**src/rtl/count_sequencer_if.sv**
```systemverilog
// count_sequencer_if: command handshake bus between the top-level control and count_sequencer.
interface count_sequencer_if #(
    parameter int WIDTH = 4,
    parameter int DIV_W = 8
);
    logic             cmd_valid;
    logic             cmd_ready;
    logic [1:0]       cmd_op;
    logic [WIDTH-1:0] cmd_data;
    logic             cmd_mode;
    logic [DIV_W-1:0] prescale;
    modport master(output cmd_valid, cmd_op, cmd_data, cmd_mode, prescale, input cmd_ready);
    modport slave(input cmd_valid, cmd_op, cmd_data, cmd_mode, prescale, output cmd_ready);
endinterface

```
**src/rtl/count_sequencer.sv**
```systemverilog
// count_sequencer: control FSM driving a counter with prescaled enable ticks, target compare, one-shot or wrap.
module count_sequencer #(
    parameter int WIDTH = 4,
    parameter int DIV_W = 8
) (
    input  logic             mainClock,
    input  logic             reset,
    count_sequencer_if.slave cmd,
    input  logic [WIDTH-1:0] count,
    output logic             cnt_en,
    output logic             cnt_clr,
    output logic             cnt_load,
    output logic [WIDTH-1:0] load_val,
    output logic             busy,
    output logic             done,
    output logic             wrap
);
    typedef enum logic [1:0] {IDLE = 2'b00, RUN = 2'b01, DONE = 2'b10} state_t;
    localparam logic [1:0] OP_START = 2'b00;
    localparam logic [1:0] OP_STOP  = 2'b01;
    localparam logic [1:0] OP_LOAD  = 2'b10;
    localparam logic [1:0] OP_CLEAR = 2'b11;
    state_t           state, state_n;
    logic [DIV_W-1:0] psc, psc_n, pre, pre_n;
    logic [WIDTH-1:0] target, target_n, load_val_n, proj;
    logic             mode, mode_n, en_n, clr_n, load_n, wrap_n, accept, tick;

    assign cmd.cmd_ready = state != DONE;
    assign accept = cmd.cmd_valid && cmd.cmd_ready;
    assign tick = state == RUN && !accept && psc == pre;
    // Value the counter will hold once this cycle's pulse lands, so back-to-back ticks never overshoot.
    assign proj = cnt_clr ? '0 : cnt_load ? load_val : cnt_en ? count + WIDTH'(1) : count;

    always_comb begin
        state_n = state;
        psc_n = psc;
        pre_n = pre;
        target_n = target;
        mode_n = mode;
        load_val_n = load_val;
        en_n = 1'b0;
        clr_n = 1'b0;
        load_n = 1'b0;
        wrap_n = 1'b0;
        if (accept) begin
            psc_n = '0;
            load_n = cmd.cmd_op == OP_LOAD;
            clr_n = cmd.cmd_op == OP_CLEAR;
            load_val_n = load_n ? cmd.cmd_data : load_val;
            if (cmd.cmd_op == OP_START) begin
                target_n = cmd.cmd_data;
                mode_n = cmd.cmd_mode;
                pre_n = cmd.prescale;
                state_n = RUN;
            end
            if (cmd.cmd_op == OP_STOP)
                state_n = IDLE;
        end else if (tick) begin
            psc_n = '0;
            en_n = proj != target;
            clr_n = proj == target && mode;
            wrap_n = proj == target && mode;
            state_n = (proj == target && !mode) ? DONE : RUN;
        end else if (state == RUN) begin
            psc_n = psc + DIV_W'(1);
        end else if (state == DONE) begin
            state_n = IDLE;
        end
    end

    always_ff @(posedge mainClock or negedge reset) begin
        if (!reset) begin
            state <= IDLE;
            psc <= '0;
            pre <= '0;
            target <= '0;
            mode <= 1'b0;
            cnt_en <= 1'b0;
            cnt_clr <= 1'b0;
            cnt_load <= 1'b0;
            load_val <= '0;
            busy <= 1'b0;
            done <= 1'b0;
            wrap <= 1'b0;
        end else begin
            state <= state_n;
            psc <= psc_n;
            pre <= pre_n;
            target <= target_n;
            mode <= mode_n;
            cnt_en <= en_n;
            cnt_clr <= clr_n;
            cnt_load <= load_n;
            load_val <= load_val_n;
            busy <= state_n == RUN;
            done <= state_n == DONE;
            wrap <= wrap_n;
        end
    end
endmodule
```
**src/flat_wrapper.sv**
```systemverilog
// flat-port wrapper written by rule: the top's interface ports become plain ports
module count_sequencer_flat 
#(
    parameter int WIDTH = 4,
    parameter int DIV_W = 8
)
  (mainClock, reset, count, cnt_en, cnt_clr, cnt_load, load_val, busy, done, wrap, cmd_cmd_valid, cmd_cmd_op, cmd_cmd_data, cmd_cmd_mode, cmd_prescale, cmd_cmd_ready);
  count_sequencer_if #(.WIDTH(WIDTH), .DIV_W(DIV_W)) cmd_i ();
  input  logic mainClock;
  input  logic reset;
  input  logic [WIDTH-1:0] count;
  output logic cnt_en;
  output logic cnt_clr;
  output logic cnt_load;
  output logic [WIDTH-1:0] load_val;
  output logic busy;
  output logic done;
  output logic wrap;
  input wire logic [$bits(cmd_i.cmd_valid)-1:0] cmd_cmd_valid;
  input wire logic [$bits(cmd_i.cmd_op)-1:0] cmd_cmd_op;
  input wire logic [$bits(cmd_i.cmd_data)-1:0] cmd_cmd_data;
  input wire logic [$bits(cmd_i.cmd_mode)-1:0] cmd_cmd_mode;
  input wire logic [$bits(cmd_i.prescale)-1:0] cmd_prescale;
  output wire logic [$bits(cmd_i.cmd_ready)-1:0] cmd_cmd_ready;
  assign cmd_i.cmd_valid = cmd_cmd_valid;
  assign cmd_i.cmd_op = cmd_cmd_op;
  assign cmd_i.cmd_data = cmd_cmd_data;
  assign cmd_i.cmd_mode = cmd_cmd_mode;
  assign cmd_i.prescale = cmd_prescale;
  assign cmd_cmd_ready = cmd_i.cmd_ready;
  count_sequencer #(.WIDTH(WIDTH), .DIV_W(DIV_W)) u_core (.mainClock(mainClock), .reset(reset), .cmd(cmd_i), .count(count), .cnt_en(cnt_en), .cnt_clr(cnt_clr), .cnt_load(cnt_load), .load_val(load_val), .busy(busy), .done(done), .wrap(wrap));
endmodule
```
**config.mk**
```make
export PLATFORM = sky130hd
export DESIGN_NAME = count_sequencer_flat
export DESIGN_NICKNAME = d
export VERILOG_FILES = /design/src/rtl/count_sequencer_if.sv /design/src/rtl/count_sequencer.sv /design/src/flat_wrapper.sv
export SDC_FILE = /design/constraint.sdc
export NUM_CORES = 1
export LEC_CHECK = 0
export CAP_MARGIN = 20
export CORE_MARGIN = 3
export CORE_UTILIZATION = 25
export DETAILED_ROUTE_END_ITERATION = 16
export HOLD_SLACK_MARGIN = 0.03
export SYNTH_ARGS = -nofsm -noshare
export SYNTH_HDL_FRONTEND = slang
export SYNTH_SLANG_ARGS = --single-unit
```
**constraint.sdc**
```tcl
create_clock -name mainClock -period 2.6 [get_ports mainClock]
set_clock_uncertainty 0.15 [all_clocks]
set_input_delay 0.78 -clock mainClock [delete_from_list [all_inputs] [get_ports mainClock]]
set_output_delay 0.78 -clock mainClock [all_outputs]
set_load 0.01 [all_outputs]
```
# Word-level counts from Yosys, hierarchy flattened
# Cells that the tools add are included.
# totals
ff_bits	33
latch_bits	0
ram_bits	0
romBits	0
in_bits	22
output_inout_bits	11
word_cells	55
n_memories	0
# classes
addsub	2
mul	0
div_mod_pow	0
order_cmp	0
n_eq_ne	11
shifts	0
mux	19
bitwise	0
reduce_logical	11
# ops
operator	n
$mux W8	3
$mux W2	7
$mux W4	3
$add A8 B1 Y8 const B	1
$eq A2 B2 Y1 const B	4
$eq A8 B8 Y1	1
$eq A2 B1 Y1 const B	3
$mux W1	6
$logic_and A1 B1 Y1	5
$add A4 B1 Y4 const B	1
$eq A4 B4 Y1	1
$ne A4 B4 Y1	1
$reduce_and A2 Y1	2
$reduce_bool A3 Y1	1
$logic_not A1 Y1	2
$logic_not A2 Y1	1
$ne A2 B2 Y1 const B	1

# Longest topological paths before layout
# Gate-level depths: netlist (run 1).
# logic_depth
word_depth	10
mapped_depth	7
ltp_nobuf	7

# Least setup slack after synthesis (run 1)
# Ideal clock, no wire load.
# synth_timing
kind	input-to-reg
startpoint	input count[0]
endpoint	register u_core.state[0]
setup_time_ps	144
arrival_time_ps	2574
slack_ps	-267
stages	7
n_path_buf	0
path_cell_list	ha_1 > and4b_1 > a2111oi_0 > xor2_1 > or4_4 > nor4_4 > o21ai_1
# synth_between
elab_chain_len	9
# synth_rtl
item	line	rtl
from (decl)	flat_wrapper.sv:11	input logic [WIDTH-1:0] count;
$add A4 B1 Y4	count_sequencer.sv:32	assign proj = cnt_clr ? '0 : cnt_load ? load_val : cnt_en ? count + WIDTH'(1) : count;
$mux W4 (*) (3 in series)	count_sequencer.sv:32	
$eq A4 B4 Y1 (*)	count_sequencer.sv:63	state_n = (proj == target && !mode) ? DONE : RUN;
$logic_and A1 B1 Y1 (*)	count_sequencer.sv:63	
$mux W2 (*)	count_sequencer.sv:63	
$mux W2 (*)	count_sequencer.sv:58	end else if (tick) begin
$mux W2 (*)	count_sequencer.sv:45	if (accept) begin
via u_core.state_n[0]	count_sequencer.sv:23	state_t state, state_n;
to (signal assigned)	count_sequencer.sv:86	state <= state_n;
to (decl)	count_sequencer.sv:23	
# Mark *: on every way through the listed nets, which the timed path passes. The rest lies on a longest branch.
# A chain may end at the register's enable or synchronous reset.

# Worst setup path in the final report (run 1)
# layout_timing
startpoint	input count[1]
endpoint	register u_core.done
# layout_between
elab_chain_len	10
# layout_rtl
item	line	rtl
$add A4 B1 Y4	count_sequencer.sv:32	
$mux W4 (*) (3 in series)	count_sequencer.sv:32	
$eq A4 B4 Y1 (*)	count_sequencer.sv:63	
$logic_and A1 B1 Y1 (*)	count_sequencer.sv:63	
$mux W2 (*)	count_sequencer.sv:63	
$mux W2 (*)	count_sequencer.sv:58	
$mux W2 (*)	count_sequencer.sv:45	
$eq A2 B2 Y1 (*)	count_sequencer.sv:96	done <= state_n == DONE;
to (signal assigned)	count_sequencer.sv:83	done <= 1'b0;
to (signal assigned)	count_sequencer.sv:96	
to (decl)	count_sequencer.sv:15	output logic done,
# Mark *: on every way between the ends. The rest lies on a longest branch, timed or not.

==> results of run 1 <==
## registers in the layout, indices dropped and copies added, names as in the netlist
| signal | count |
|---|---|
| u_core.pre | 8 |
| u_core.psc | 8 |
| u_core.load_val | 4 |
| u_core.target | 4 |
| u_core.state | 2 |
| u_core.busy | 1 |
| u_core.cnt_clr | 1 |
| u_core.cnt_en | 1 |
| u_core.cnt_load | 1 |
| u_core.done | 1 |
| u_core.mode | 1 |
| u_core.wrap | 1 |
## placed cells by master, fill, tap and decap left out, types with 3 or more instances in the layout
cell type and count:
sky130_fd_sc_hd__inv_2 3, sky130_fd_sc_hd__buf_4 8, sky130_fd_sc_hd__nand2_1 16, sky130_fd_sc_hd__nand3_1 3, sky130_fd_sc_hd__nand4_1 3, sky130_fd_sc_hd__inv_1 7
sky130_fd_sc_hd__clkdlybuf4s50_1 29, sky130_fd_sc_hd__xnor2_1 12, sky130_fd_sc_hd__o21ai_1 13, sky130_fd_sc_hd__and3_1 4, sky130_fd_sc_hd__dfrtp_1 33, sky130_fd_sc_hd__mux2_1 12
sky130_fd_sc_hd__xor2_1 3, sky130_fd_sc_hd__nor2_1 7, sky130_fd_sc_hd__clkbuf_8 6
## what timing repair did
item | CTS | global route
endpoints found under the setup margin | 7 | 4
pin swaps | 8 | 1
gates resized for setup | 13 | 1
setup buffers | 1 | 0
## cell type report
class | instances | area (µm²) | share of cell area
sequential | 33 | 826 | 0.361
multi-input combinational | 104 | 820 | 0.358
timing repair buffer | 41 | 395 | 0.173
tap | 75 | 93.8 | 0.0410
clock buffer | 7 | 86.3 | 0.0377
inverter | 10 | 37.5 | 0.0164
clock inverter | 1 | 30.0 | 0.0131
## layer usage
layer  vias up  global-route usage  part of all wire
met2        23               0.134              0.42
met3         4              0.0284             0.045
met5         -                   0                 0
li1        620                   -                 -
met1       551               0.145              0.52
met4         0              0.0467             0.017
## metrics by stage
| stage | instance area (µm²) | total power, mW |
|---|---|---|
| 5_1_grt | 2290 | 1.46 |
| 4_1_cts | 2280 | 1.40 |
| 3_5_place_dp | 2140 | 0.888 |
| 6_report | 2290 | 1.38 |
| 2_1_floorplan | 1660 | 0.767 |
| 3_3_place_gp | 2140 | 0.884 |
## power groups by stage
| stage | sequential, mW | combinational (mW) | clock, mW |
|---|---|---|---|
| after floorplan | 0.625 | 0.143 | 0 |
| after global placement | 0.631 | 0.254 | 0 |
| after detailed placement | 0.631 | 0.257 | 0 |
| after CTS | 0.622 | 0.269 | 0.508 |
| after global routing | 0.633 | 0.297 | 0.533 |
| final | 0.623 | 0.266 | 0.493 |
## how the worst max path moves through the flow
stage / endpoint / slack (ns) / depth (start not counted)
6_report: u_core.done / 0.08 / 8
5_1_grt: u_core.cnt_clr / 0.02 / 9
4_1_cts: u_core.state[1] / 0.02 / 8
3_5_place_dp: u_core.cnt_clr / -0.70 / 8
3_3_place_gp: u_core.cnt_clr / -0.64 / 8
2_1_floorplan: u_core.cnt_clr / -0.06 / 7
## cell families (layout without fill, tap and decap cells)
kind of cell | after synthesis | count (layout) | synth area share
flops | 33 | 33 | 0.505
compound gates | 27 | 27 | 0.103
buf+inv | 12 | 59 | 0.0275
simple gates | 43 | 43 | 0.151
fa+ha+maj | 3 | 3 | 0.0214
xor+xnor | 16 | 16 | 0.0902
mux | 15 | 15 | 0.102
==> impl_metrics.tcl, run 1 <==
set metrics [dict create \
    route.detailed.wl_per_inst_um 12.5 \
    worst_r2r_path_depth 6 \
    timing.critical_path.slowest_cell_delay_ns 0.54 \
    detail-route-antenna-nets 0 \
    htree_num_levels 2 \
    worst_r2r_startpoint "u_core.cnt_load" \
    groute.usage.overall 0.0995 \
    power-per-cell-area_mw_per_mm2 604 \
    internal_power_mw 1.03 \
    die_h_um 86.9 \
    synth-async-reset-ratio 1.00 \
    post_route_cells_drive_above_1_share 0.163 \
    r2r_end "u_core.done" \
    most_frequent_cells_after_synthesis "sky130_fd_sc_hd__dfrtp_1, sky130_fd_sc_hd__nand2_1, sky130_fd_sc_hd__mux2_1, sky130_fd_sc_hd__o21ai_1, sky130_fd_sc_hd__xnor2_1" \
    clock_sink_count 33 \
    worstHoldEndpoint "u_core.target[2]" \
    synth_nets 173 \
    hold_path.class "reg2reg" \
    layoutNonFillerInstCount 271 \
    initial_utilization 0.267 \
    synth_top_cell_area_share 0.505 \
    final.setup.worst_slack_ns 0.0801 \
    place_inst 262 \
    holdBufCountCts 0 \
    drt_pre_antenna_iters 4 \
    worst_ep_arrival_time_ns 2.56 \
    fin_worst_hold_slack_ns 0.359 \
    drt_drc_violations_left 0 \
    final_core_util 0.373 \
    comb_power_share 0.193 \
    worst_path_max_delay_cell "sky130_fd_sc_hd__or4_4" \
    iter_0_drt_violations 42 \
    cp-startpoint "count[1]" \
    area_overhead_vs_synth_pct 39.8 \
    tritoncts "built" \
    cts_inserted_buffers 5 \
    sequential_fraction_of_the_synthesis_area 0.505 \
    worst-slew-pin-transition_ns 0.530 \
    setup-violations-final 0 \
    floorplan.core_area_mm2 0.00613 \
    post-place-ws_ns -0.696 \
    timing.hold.worst_path_depth 1 \
    place.detailed.hpwl_um 2530 \
    pin_count_of_the_biggest_net_entering_global_routing 34 \
    timing.critical_path.from_type "primary input" \
    worstHoldStart "u_core.target[2]" \
    worstSkewPairLatency_ns 0.29 \
    antenna_cells 0 \
    pwr-share-seq 0.451 \
    status "finished clean" \
    finalCritPeriodShare 0.969 \
    ff2ff_setup_slack_ns 0.34 \
    grt_pass1_vias 1230 \
    maxClockFrequency_ghz 0.397 \
    max_cap_violations 0 \
    cp-end-kind "flop" \
    drt-total-wl_um 3390 \
    path_cells "buf_2 -> ha_4 -> mux2_4 -> mux2i_1 -> nor3_1 -> or4_4 -> buf_4 -> nor4_2" \
    ys_top_cells_by_area "sky130_fd_sc_hd__dfrtp_1, sky130_fd_sc_hd__mux2_1, sky130_fd_sc_hd__xnor2_1" \
    path_buf_inv 2 \
    timing.final.max_slew_violations 0 \
    crit_fanout 3 \
    path_delay_family "simple AND/OR/NAND/NOR gates" \
    grt_antenna_before_repair 0 \
    vias_per_cell 4.42 \
    clockRootBuffer "sky130_fd_sc_hd__clkbuf_8" \
    power_frac_clock 0.357 \
    synth_edf_count 0 \
    ir_drop_uv 312 \
    p_leak_nw 0.974 \
    syn_avg_cell_area_um2 11.0 \
    detailroute.via_count 1198 \
    synth_cell_types 36 \
    synth_flop_cell "sky130_fd_sc_hd__dfrtp_1" \
    grt_setup_unrepaired "no" \
    ios 33 \
    final.setup.tns_ns 0 \
    timing_worst_setup_path_type "in2reg" \
    clock_tree.buffer_depth 2 \
    clk_transition_reported_paths_ns 0.07 \
    synth.most_common_cell "sky130_fd_sc_hd__dfrtp_1" \
    number_of_buffers_inserted_by_port_buffering 32 \
    design.die.area_mm2 0.00755 \
    switching_power_mw 0.351 \
    required_ns 2.64 \
    fp-row-count 28 \
    finish.net_count 219 \
    post-synth-top-area-cell "sky130_fd_sc_hd__dfrtp_1" \
    globalRoute.totalOverflow 0 \
    power.share.switching 0.254 \
    ys_seq_elements 33 \
    num-fill-cells 602 \
    min_period_ns 2.52 \
    hold_viol_final 0 \
    die_width_um 86.9 \
    grt_pass1_wl_um 5800 \
    globalplace.congestion 0.762 \
    synth_area_mm2 0.00164 \
    synthesis.yosys.warnings 0 \
    synthCells 149 \
    max_slew_headroom 0.644 \
]
(Power assumes the default switching activity.)
==> run 2, diff against run 1 <==
Settings changed: PLACE_DENSITY_LB_ADDON set to 0.15.
==> run 2 against run 1 <==
- core utilization shrank 0.51 points
- global-route usage grew 0.31 points
- sequential power hardly changed
- sequential share of layout area is 0.50 points higher
- routed wire length grew 7.2%
- die area unchanged
- setup slack gained 0.014 ns
==> impl_metrics.tcl, run 2 (synthesized netlist as in run 1, its figures left out) <==
set metrics [dict create \
    floorplan.core_area_mm2 0.00613 \
    holdBufCountCts 0 \
    timing.final.max_slew_violations 0 \
    tritoncts "built" \
    max_slew_headroom 0.599 \
    cts_inserted_buffers 5 \
    layout.cells.most_common "sky130_fd_sc_hd__dfrtp_1" \
    post_route_cells_drive_above_1_share 0.159 \
    vias_per_cell 4.59 \
    worst_ep_arrival_time_ns 2.58 \
    met3WireLength_um 212 \
    design.die.area_mm2 0.00755 \
    clk_transition_reported_paths_ns 0.07 \
    worst-slew-pin-transition_ns 0.597 \
    min_period_ns 2.51 \
    cp-end-kind "flop" \
    cell_area_reported_after_detailed_placement_mm2 0.00212 \
    clockRootBuffer "sky130_fd_sc_hd__clkbuf_8" \
    timing_worst_setup_path_type "in2reg" \
    pin_count_of_the_biggest_net_entering_global_routing 34 \
    detail-route-antenna-nets 0 \
    groute.usage.overall 0.103 \
    status "finished clean" \
    place_inst 261 \
    grt_setup_unrepaired "no" \
    initial_utilization 0.267 \
    worstSkewPairLatency_ns 0.28 \
    antenna_cells 0 \
    maxClockFrequency_ghz 0.399 \
    detailroute.via_count 1239 \
    drt_drc_violations_left 0 \
    p_leak_nw 0.962 \
    reg.largest.list "u_core.pre: 8 flops, u_core.psc: 8 flops" \
    final_design_area_no_fill_mm2 0.00226 \
    setup-violations-final 0 \
    drt_pre_antenna_iters 4 \
    met2WireLength_um 1760 \
    clock_sink_count 33 \
    number_of_buffers_inserted_by_port_buffering 32 \
    globalRoute.totalOverflow 0 \
    hold_viol_final 0 \
    grt_antenna_before_repair 0 \
    route.detailed.wl_per_inst_um 13.5 \
    finish.net_count 218 \
    power-per-cell-area_mw_per_mm2 576 \
    finalCritPeriodShare 0.964 \
    grt_pass1_vias 1296 \
    routed.top_layer "met4" \
    htree_num_levels 2 \
    die_h_um 86.9 \
    post-place-ws_ns -0.684 \
    timing.critical_path.from_type "primary input" \
    m1WireLength_um 1610 \
    clock_tree.buffer_depth 2 \
    globalplace.congestion 0.792 \
    grt_pass1_wl_um 5940 \
    ios 33 \
    layoutNonFillerInstCount 270 \
    final.setup.worst_slack_ns 0.0941 \
    crit_fanout 4 \
    ir_drop_uv 276 \
    iter_0_drt_violations 26 \
    area_overhead_vs_synth_pct 37.9 \
    die_width_um 86.9 \
    required_ns 2.67 \
    hold_path.class "reg2reg" \
    fp-row-count 28 \
    max_cap_violations 0 \
    drt-total-wl_um 3640 \
    layout.cells.most_common_list "sky130_fd_sc_hd__dfrtp_1, sky130_fd_sc_hd__clkdlybuf4s50_1, sky130_fd_sc_hd__nand2_1, sky130_fd_sc_hd__o21ai_1" \
    place.detailed.hpwl_um 2740 \
]
-- run 2: cell types whose count changed in the layout (fill, tap and decap cells not counted) --
cell / before / now
sky130_fd_sc_hd__buf_6: 1 / 3
sky130_fd_sc_hd__clkbuf_8: 6 / 7
sky130_fd_sc_hd__nor4_1: 0 / 1
sky130_fd_sc_hd__clkinv_2: 0 / 1
sky130_fd_sc_hd__clkbuf_1: 1 / 0
sky130_fd_sc_hd__nor4_2: 1 / 0
sky130_fd_sc_hd__buf_4: 8 / 7
sky130_fd_sc_hd__buf_12: 1 / 0
sky130_fd_sc_hd__buf_2: 1 / 0
sky130_fd_sc_hd__bufinv_16: 1 / 0
-- run 2: critical path, cell delays in order --
cell and delay (ns):
sky130_fd_sc_hd__buf_6 0.10, sky130_fd_sc_hd__ha_4 0.22, sky130_fd_sc_hd__mux2_4 0.25, sky130_fd_sc_hd__mux2i_1 0.17
sky130_fd_sc_hd__nor3_1 0.07, sky130_fd_sc_hd__or4_4 0.56, sky130_fd_sc_hd__buf_6 0.14, sky130_fd_sc_hd__nor4_4 0.15
sky130_fd_sc_hd__a41o_1 0.13
-- run 2: layout make-up --
type                       count  area (µm²)
multi-input combinational    104         813
inverter                      10        37.5
tap                           75        93.8
fill                         620        3870
clock buffer                   7        96.3
sequential                    33         826
clock inverter                 1        5.00
timing repair buffer          40         385
-- run 2: final timing paths --
check	start	to	slack, ns	cells past startpoint
min in group asynchronous	reset	u_core.load_val[2]	0.75	2
worst min register to register	u_core.pre[1]	u_core.pre[1]	0.36	1
max in group asynchronous	reset	u_core.pre[2]	1.24	2
worst max register to register	u_core.cnt_load	u_core.cnt_clr	0.30	7
worst min-delay path	u_core.pre[1]	u_core.pre[1]	0.36	1
worst max-delay path	count[1]	u_core.cnt_clr	0.09	9
-- run 2: per-stage QoR --
step	total power [mW]	hold WS [ns]	setup TNS [ns]	utilization
3_3_place_gp	0.881	0.352	-4.03	0.346
5_1_grt	1.38	0.386	0	0.368
2_1_floorplan	0.767	0.334	-0.0588	-
3_5_place_dp	0.888	0.357	-4.28	0.346
4_1_cts	1.33	0.372	-0.0151	0.365
6_report	1.30	0.364	0	0.368
-- run 2: where the power goes --
group / leakage [nW] / internal, mW / switching (mW) / total [mW]
clock: 0.0542 / 0.239 / 0.176 / 0.415
sequential: 0.422 / 0.572 / 0.0491 / 0.621
combinational: 0.486 / 0.147 / 0.117 / 0.264
-- run 2: repair_timing --
action                                  CTS  global route
endpoints found under the hold margin     0             0
setup buffers                             1             0
endpoints found under the setup margin    7             5
pin swaps                                 8             1
cloned                                    0             0
resized for setup                        13             3
-- run 2: layer usage --
layer,vias up,global-route usage
met5,-,0
met4,0,0.0482
met3,8,0.0303
met2,28,0.167
met1,592,0.124
li1,611,-
